**src/rtl/cpu_pkg.sv**
```systemverilog
// Shared decode-stage definitions: immediate extension mode encodings.
// Latency: n/a (types and constants only).
// Backpressure: n/a.
package cpu_pkg;

  localparam int EXT_MODE_W = 2;

  typedef enum logic [EXT_MODE_W-1:0] {
    EXT_SEXT  = 2'b00,
    EXT_ZEXT  = 2'b01,
    EXT_UPPER = 2'b10,
    EXT_BOFS  = 2'b11
  } ext_mode_e;

endpackage

```
**src/rtl/imm_extend_stage_if.sv**
```systemverilog
// Valid/ready bundle for the immediate extension stage (input and output sides).
// Latency: n/a (wires only).
// Backpressure: in_ready/out_ready carry stalls toward the producer side.
interface imm_extend_stage_if
  import cpu_pkg::*;
#(
  parameter int IN_W  = 16,
  parameter int OUT_W = 32,
  parameter int TAG_W = 5
);

  logic                  in_valid;
  logic                  in_ready;
  logic [IN_W-1:0]       in_imm;
  logic [EXT_MODE_W-1:0] in_mode;
  logic [TAG_W-1:0]      in_tag;

  logic                  out_valid;
  logic                  out_ready;
  logic [OUT_W-1:0]      out_data;
  logic [TAG_W-1:0]      out_tag;

  // Environment side: offers immediates and consumes results.
  modport master (
    output in_valid, in_imm, in_mode, in_tag, out_ready,
    input  in_ready, out_valid, out_data, out_tag
  );

  // Stage side.
  modport slave (
    input  in_valid, in_imm, in_mode, in_tag, out_ready,
    output in_ready, out_valid, out_data, out_tag
  );

endinterface

```
**src/rtl/imm_extend_stage_comb.sv**
```systemverilog
// Combinational immediate extension: SEXT, ZEXT, UPPER, BOFS (sext << 2).
// Latency: 0 cycles (pure combinational).
// Backpressure: none; result follows inputs.
module imm_extend_comb
  import cpu_pkg::*;
#(
  parameter int IN_W  = 16,
  parameter int OUT_W = 32
) (
  input  logic [IN_W-1:0]       imm_i,
  input  logic [EXT_MODE_W-1:0] mode_i,
  output logic [OUT_W-1:0]      ext_o
);

  logic [OUT_W-1:0] sext_w;

  assign sext_w = {{(OUT_W-IN_W){imm_i[IN_W-1]}}, imm_i};

  // Mode select; BOFS drops the top two sign bits when shifting.
  always_comb begin
    ext_o = sext_w;
    case (mode_i)
      EXT_SEXT:  ext_o = sext_w;
      EXT_ZEXT:  ext_o = {{(OUT_W-IN_W){1'b0}}, imm_i};
      EXT_UPPER: ext_o = {imm_i, {(OUT_W-IN_W){1'b0}}};
      EXT_BOFS:  ext_o = {sext_w[OUT_W-3:0], 2'b00};
      default:   ext_o = sext_w;
    endcase
  end

endmodule

```
**src/rtl/imm_extend_stage.sv**
```systemverilog
// Registered immediate extension stage with a 2-entry (main + skid) buffer.
// Latency: 1 cycle input transfer to out_valid; full throughput with out_ready high.
// Backpressure: in_ready is registered (!skid occupied), no comb path from out_ready.
module imm_extend_stage
  import cpu_pkg::*;
#(
  parameter int IN_W  = 16,
  parameter int OUT_W = 32,
  parameter int TAG_W = 5
) (
  input  logic               clk,
  input  logic               reset,
  imm_extend_stage_if.slave  bus
);

  if (OUT_W < IN_W + 2) begin : g_bad_width
    $error("imm_extend_stage: OUT_W must be >= IN_W+2");
  end

  typedef enum logic [1:0] {
    ST_EMPTY = 2'b00,
    ST_ONE   = 2'b01,
    ST_FULL  = 2'b10
  } state_e;

  state_e           state_q, state_d;
  logic [OUT_W-1:0] main_dat_q, main_dat_d;
  logic [TAG_W-1:0] main_tag_q, main_tag_d;
  logic [OUT_W-1:0] skid_dat_q, skid_dat_d;
  logic [TAG_W-1:0] skid_tag_q, skid_tag_d;

  logic [OUT_W-1:0] ext_w;
  logic             in_xfer;
  logic             out_xfer;

  imm_extend_comb #(
    .IN_W  (IN_W),
    .OUT_W (OUT_W)
  ) u_ext (
    .imm_i  (bus.in_imm),
    .mode_i (bus.in_mode),
    .ext_o  (ext_w)
  );

  assign bus.in_ready  = (state_q != ST_FULL);
  assign bus.out_valid = (state_q != ST_EMPTY);
  assign bus.out_data  = main_dat_q;
  assign bus.out_tag   = main_tag_q;

  assign in_xfer  = bus.in_valid  && bus.in_ready;
  assign out_xfer = bus.out_valid && bus.out_ready;

  // Next state and buffer loads; skid only fills when main is stalled.
  always_comb begin
    state_d    = state_q;
    main_dat_d = main_dat_q;
    main_tag_d = main_tag_q;
    skid_dat_d = skid_dat_q;
    skid_tag_d = skid_tag_q;
    case (state_q)
      ST_EMPTY: begin
        if (in_xfer) begin
          state_d    = ST_ONE;
          main_dat_d = ext_w;
          main_tag_d = bus.in_tag;
        end
      end
      ST_ONE: begin
        if (in_xfer && out_xfer) begin
          main_dat_d = ext_w;
          main_tag_d = bus.in_tag;
        end else if (out_xfer) begin
          state_d = ST_EMPTY;
        end else if (in_xfer) begin
          state_d    = ST_FULL;
          skid_dat_d = ext_w;
          skid_tag_d = bus.in_tag;
        end
      end
      ST_FULL: begin
        if (out_xfer) begin
          state_d    = ST_ONE;
          main_dat_d = skid_dat_q;
          main_tag_d = skid_tag_q;
        end
      end
      default: state_d = ST_EMPTY;
    endcase
  end

  // State and data registers; reset discards everything held.
  always_ff @(posedge clk) begin
    if (reset) begin
      state_q    <= ST_EMPTY;
      main_dat_q <= '0;
      main_tag_q <= '0;
      skid_dat_q <= '0;
      skid_tag_q <= '0;
    end else begin
      state_q    <= state_d;
      main_dat_q <= main_dat_d;
      main_tag_q <= main_tag_d;
      skid_dat_q <= skid_dat_d;
      skid_tag_q <= skid_tag_d;
    end
  end

endmodule

```
**src/flat_wrapper.sv**
```systemverilog
// flat-port wrapper written by rule: the top's interface ports become plain ports
module imm_extend_stage_flat import cpu_pkg::*;
#(
  parameter int IN_W  = 16,
  parameter int OUT_W = 32,
  parameter int TAG_W = 5
)
  (clk, reset, bus_in_valid, bus_in_imm, bus_in_mode, bus_in_tag, bus_out_ready, bus_in_ready, bus_out_valid, bus_out_data, bus_out_tag);
  imm_extend_stage_if #(.IN_W(IN_W), .OUT_W(OUT_W), .TAG_W(TAG_W)) bus_i ();
  input  logic clk;
  input  logic reset;
  input wire logic [$bits(bus_i.in_valid)-1:0] bus_in_valid;
  input wire logic [$bits(bus_i.in_imm)-1:0] bus_in_imm;
  input wire logic [$bits(bus_i.in_mode)-1:0] bus_in_mode;
  input wire logic [$bits(bus_i.in_tag)-1:0] bus_in_tag;
  input wire logic [$bits(bus_i.out_ready)-1:0] bus_out_ready;
  output wire logic [$bits(bus_i.in_ready)-1:0] bus_in_ready;
  output wire logic [$bits(bus_i.out_valid)-1:0] bus_out_valid;
  output wire logic [$bits(bus_i.out_data)-1:0] bus_out_data;
  output wire logic [$bits(bus_i.out_tag)-1:0] bus_out_tag;
  assign bus_i.in_valid = bus_in_valid;
  assign bus_i.in_imm = bus_in_imm;
  assign bus_i.in_mode = bus_in_mode;
  assign bus_i.in_tag = bus_in_tag;
  assign bus_i.out_ready = bus_out_ready;
  assign bus_in_ready = bus_i.in_ready;
  assign bus_out_valid = bus_i.out_valid;
  assign bus_out_data = bus_i.out_data;
  assign bus_out_tag = bus_i.out_tag;
  imm_extend_stage #(.IN_W(IN_W), .OUT_W(OUT_W), .TAG_W(TAG_W)) u_core (.clk(clk), .reset(reset), .bus(bus_i));
endmodule
```
**config.mk**
```make
export PLATFORM = sky130hd
export DESIGN_NAME = imm_extend_stage_flat
export DESIGN_NICKNAME = d
export VERILOG_FILES = /design/src/rtl/cpu_pkg.sv /design/src/rtl/imm_extend_stage_if.sv /design/src/rtl/imm_extend_stage_comb.sv /design/src/rtl/imm_extend_stage.sv /design/src/flat_wrapper.sv
export SDC_FILE = /design/constraint.sdc
export NUM_CORES = 1
export LEC_CHECK = 0
export BUFFER_PORTS_ARGS = -buffer_cell sky130_fd_sc_hd__buf_4
export CAP_MARGIN = 25
export CELL_PAD_IN_SITES_DETAIL_PLACEMENT = 1
export CELL_PAD_IN_SITES_GLOBAL_PLACEMENT = 1
export CORE_UTILIZATION = 38
export DETAILED_ROUTE_END_ITERATION = 7
export HOLD_SLACK_MARGIN = 0.12
export PLACE_DENSITY = 0.88
export REMOVE_ABC_BUFFERS = 1
export SKIP_CTS_REPAIR_TIMING = 1
export SLEW_MARGIN = 20
export SYNTH_ARGS = -nofsm -noshare
export SYNTH_HDL_FRONTEND = slang
export SYNTH_SLANG_ARGS = --single-unit
```
**constraint.sdc**
```tcl
create_clock -name clk -period 1.47 [get_ports clk]
set_clock_uncertainty 0.05 [all_clocks]
set_input_delay 0 -clock clk [delete_from_list [all_inputs] [get_ports clk]]
set_output_delay 0 -clock clk [all_outputs]
set_load 0.1 [all_outputs]
```
Yosys cells after proc, flatten, opt, wreduce, memory -nomap -nowiden. Index checks and enable logic that the tools add are counted. Widths: inputs -> output; s select.

Muxes and demuxes: 15. $mul: 0. Order comparisons: 0. Bitwise gates (word level): 2. Equality and inequality tests: 11. Add/subtract/negate cells: 0. Shifts and indexed selects: 0. Div/mod/pow operators: 0. Reductions and logical operators: 10.

Operators with widths (count): $pmux 32 s4 (1); $mux 32 (3); $pmux 32 s3 (1); $mux 5 (3); $pmux 5 s3 (1); $reduce_and 4->1 (3); $mux 2 (5); $eq 2x2->1 const B (3); $ne 2x1->1 const B (3); $pmux 2 s3 (1); $eq 2x1->1 const B (2); $logic_not 2->1 (2); $ne 2x2->1 const B (2); $logic_and 1x1->1 (3); $ne 3x1->1 const B (1); $reduce_bool 3->1 (1); $not 1->1 (2); $reduce_bool 2->1 (1).

Logic and storage cells: 43. Memory bits (writable): 0. Memories: 0. Latch bits: 0. Register bits: 76. Bits in read-only memories: 0.

Depth between registers and ports, before layout.
Depth in word-level cells: 6. Mapped depth: 7.

Cells and area by module. A second synthesis with hierarchy kept.

Cell total of the unflattened synthesis: 410. Area total of the unflattened synthesis: 3901.2 sq um.

By module, submodules not included: imm_extend_stage (cells each 350, area each 3389.5 sq um, times used 1); imm_extend_comb (cells each 60, area each 511.7 sq um, times used 1).

Worst setup path after synthesis. OpenSTA, ideal clock, no wires.

Path type: register to register. From: reg u_core.state_q[1]. To: reg u_core.main_dat_q[15], in the netlist u_core.bus.out_data[15]. Path slack: -0.286 ns. Stages on the path, launching flop included: 7. Required time: 1.301 ns. Path buffers: 2. Clock period less this slack: 1.756 ns. Arrival time: 1.587 ns. Library setup time: 0.119 ns. Path through: dfxtp_1 nor2b_1 buf_2 inv_1 buf_2 nand3_1 a32o_1.

Cells in the longest elaborated chain, start to end: 5.

RTL lines: from (decl) (line imm_extend_stage.sv:26) `state_e state_q, state_d;`; from (signal assigned) (line imm_extend_stage.sv:100) `state_q <= state_d;`; $ne 2x2->1 * (line imm_extend_stage.sv:45) `assign bus.in_ready = (state_q != ST_FULL);`; via bus_in_ready (line flat_wrapper.sv:17) `output wire logic [$bits(bus_i.in_ready)-1:0] bus_in_ready;`; $logic_and 1x1->1 * (line imm_extend_stage.sv:50) `assign in_xfer = bus.in_valid && bus.in_ready;`; $logic_and 1x1->1 (line imm_extend_stage.sv:69) `if (in_xfer && out_xfer) begin`; $ne 2x1->1 (no source line); $reduce_and 4->1 (no source line) *; to (signal assigned) (line imm_extend_stage.sv:101) `main_dat_q <= main_dat_d;`; to (decl) (line imm_extend_stage.sv:27) `logic [OUT_W-1:0] main_dat_q, main_dat_d;`.

The timed path passes the listed nets; every way through them passes the cells marked *. A chain may end at the register's enable or synchronous reset.

Worst setup path in the final report.
From: reg u_core.state_q[1]. To: reg u_core.main_dat_q[30], in the netlist u_core.bus.out_data[30].

Cells in the longest elaborated chain, start to end: 5.

RTL lines (line): $ne 2x2->1 / $reduce_bool 2->1 (equally long branches) (imm_extend_stage.sv:45, imm_extend_stage.sv:46); $logic_and 1x1->1, on equally long branches (imm_extend_stage.sv:50, imm_extend_stage.sv:51); $logic_and 1x1->1 (imm_extend_stage.sv:69); $ne 2x1->1 (no source line); $reduce_and 4->1 (no source line).

Several ways; a longest one is shown, not always the timed one.

==> reports/qor.csv <==
metric,value,unit
finalPower,5.76,mW
clock-root-buffer,clkbuf_8,
powerDensity,1050,mW/mm^2
insertion_delay,0.36,ns
async_flop_share,0,%
dieArea,0.0104,sq mm
critPathCaptureType,register,
final_nets,559,
status,"complete, but fails checks",
route.vias.total,4297,
cp-start-kind,register,
drc,0,
p_clk_share,29.1,%
layout_setup_ws,-0.213,ns
viasPerCell,6.43,
gp_congestion,0.770,
slew_viol_final,0,
die_h,102,um
hold_path_startpoint,bus_in_mode[0],
grt_max_degree,36,
rows,36,
antenna_found_initial,0,
grt_pass1_vias,3877,
place_hpwl,8.10,mm
failed_checks,negative setup slack,
comb_power_share,31.6,%
hp-class,input pin to register,
synth-compound-area-share,34.8,%
syn_inst,425,
synthMuxAreaShare,4.66,%
cts_tree,yes,
slowest_delay,0.37,ns
drt_iter0_drc,529,
syn_area,0.00381,sq mm
cts_buffer_depth,2,
dpl_worst_slack,-0.139,ns
clk_pin_slew,0.08,ns
internal_power,3.65,mW
layout-drive-gt1-share,36.1,%
avgSynthCellArea,8.96,sq um
overflow,0,
antennaDiodeCount,0,
gr-usage-all-layers,24.1,%
crit_path_frequent_cell,buf_4,
yosys.cell_types.count,38,
final_cell_mix,"92 x buf_4, 74 x dfxtp_1, 60 x a21oi_1",
synthAdderAreaFrac,0,%
ios,66,
rsz0062_at_grt,yes,
swShare,36.7,%
yosys_warnings,0,
wl_per_cell,26.8,um
synth_edf_count,0,
crit_start,u_core.state_q[1],
h-tree-depth,3,
synthSimpleGateAreaFrac,10.7,%
rr_startpoint,u_core.state_q[1],
numCtsBuffers,9,
worst-slew-pin-transition,0.446,ns
share_seq_of_total_power,39.3,%
portBuffers,65,
finalHoldViolCount,0,
max_slew_margin,70.1,%
start_util,39.1,%
synth_top_family_by_area,compound AO/OA/AOI/OAI gates,
synth.ff_latch_count,76,
critPathMaxFanout,14,
drv_cap,0,
crit_chain,buf_4 > and3b_2 > a211oi_4 > buf_4 > clkbuf_16 > a32o_1,
p_switching,2.12,mW
ir_drop,0.368,mV
areaGrowthSynthToFinish,44.8,%
p_leak,2.25,nW
setup-violations-final,59,
synth_seq_area_share,39.9,%
layout_min_cycle_time,1.68,ns
fmax,594,MHz
core,0.00973,sq mm
die_width,102,um
synth_xor_area_share,0,%
ant_nets,0,
dr.pass1.iters,5,
cts_sinks,76,
ys.flop_type,dfxtp_1,
wl,17.9,mm
critical_path_required,1.72,ns
final_common_cell,buf_4,
crit_arrival,1.94,ns
path_class,register to register,
grt_pass1_wl,19.4,mm
cpMaxStageDelayCell,dfxtp_4,
period_share,115,%
## Yosys cell counts (all sizes together) (3+ instances only)
master   n  area [sq um]
a211o   27           236
a211oi  22           170
a21oi   66           330
a221oi  14           123
a311oi   9           129
a32o    29           290
buf     32           200
clkbuf  17          65.1
dfxtp   76          1520
inv     30           113
mux2    14           158
nand2   31           116
nand2b   3          18.8
nand3    5          25.0
nor2    16          60.1
nor2b   17           109
## stage by stage
step / util [%] / instance area (sq um) / setup TNS, ns / hold slack [ns] / std cells
final: 56.7 / 5520 / -7.45 / 0.115 / 668
after global routing: 56.7 / 5520 / -7.84 / 0.148 / 668
after CTS: 49.1 / 4780 / -4.94 / -0.148 / 621
after detailed placement: 47.2 / 4590 / -1.73 / 0.227 / 607
after global placement: 47.2 / 4590 / -0.187 / 0.208 / 607
after floorplan: - / 3540 / -135.03 / 0.0179 / 376
## cell type report
class	count	area, sq um
fill	1085	4210
multi-input combinational	270	2070
timing repair buffer	145	1450
sequential	76	1530
clock buffer	12	155
inverter	30	113
tap	133	166
clock inverter	2	35.0
## power groups by stage
stage	Sequential (mW)	Combinational, mW	Clock (mW)
2_1_floorplan	2.83	0.460	0
3_3_place_gp	2.29	1.48	0
3_5_place_dp	2.30	1.52	0
4_1_cts	2.25	1.53	1.63
5_1_grt	2.27	1.87	1.75
6_report	2.27	1.82	1.68
## registers in the layout, indices dropped and copies added, names as in the netlist
name and count:
u_core.bus.out_data 32, u_core.skid_dat_q 32, u_core.bus.out_tag 5, u_core.skid_tag_q 5, u_core.state_q 2
## cell families (layout without fill, tap and decap cells)
logic type | Yosys count | count (layout)
mux | 16 | 16
buf+inv | 79 | 189
flops | 76 | 76
compound gates | 173 | 173
simple gates | 81 | 81
## final timing paths
path | endpoint | slack [ns] | cells past startpoint
hold reg to reg | u_core.bus.out_data[12] | 0.43 | 1
hold / removal | u_core.skid_dat_q[31] | 0.11 | 4
setup reg to reg | u_core.bus.out_data[30] | -0.21 | 6
setup / recovery | u_core.bus.out_data[30] | -0.21 | 6
## per-layer routing
layer	vias to the layer above	wire, um	GRT usage [%]
li1	1787	-	-
met1	2155	7010	29.1
met2	280	8860	43.3
met3	75	1240	3.56
met4	0	815	8.68
met5	-	0	0
## critical path, delay by kind of cell, from the launching register on
kind | cells | cell delay, ns
buffers and inverters | 3 | 0.53
flip-flops | 1 | 0.37
AND/OR/NAND/NOR | 1 | 0.27
AO/OA/AOI/OAI | 2 | 0.40
Power figures use the tool's default switching activity.
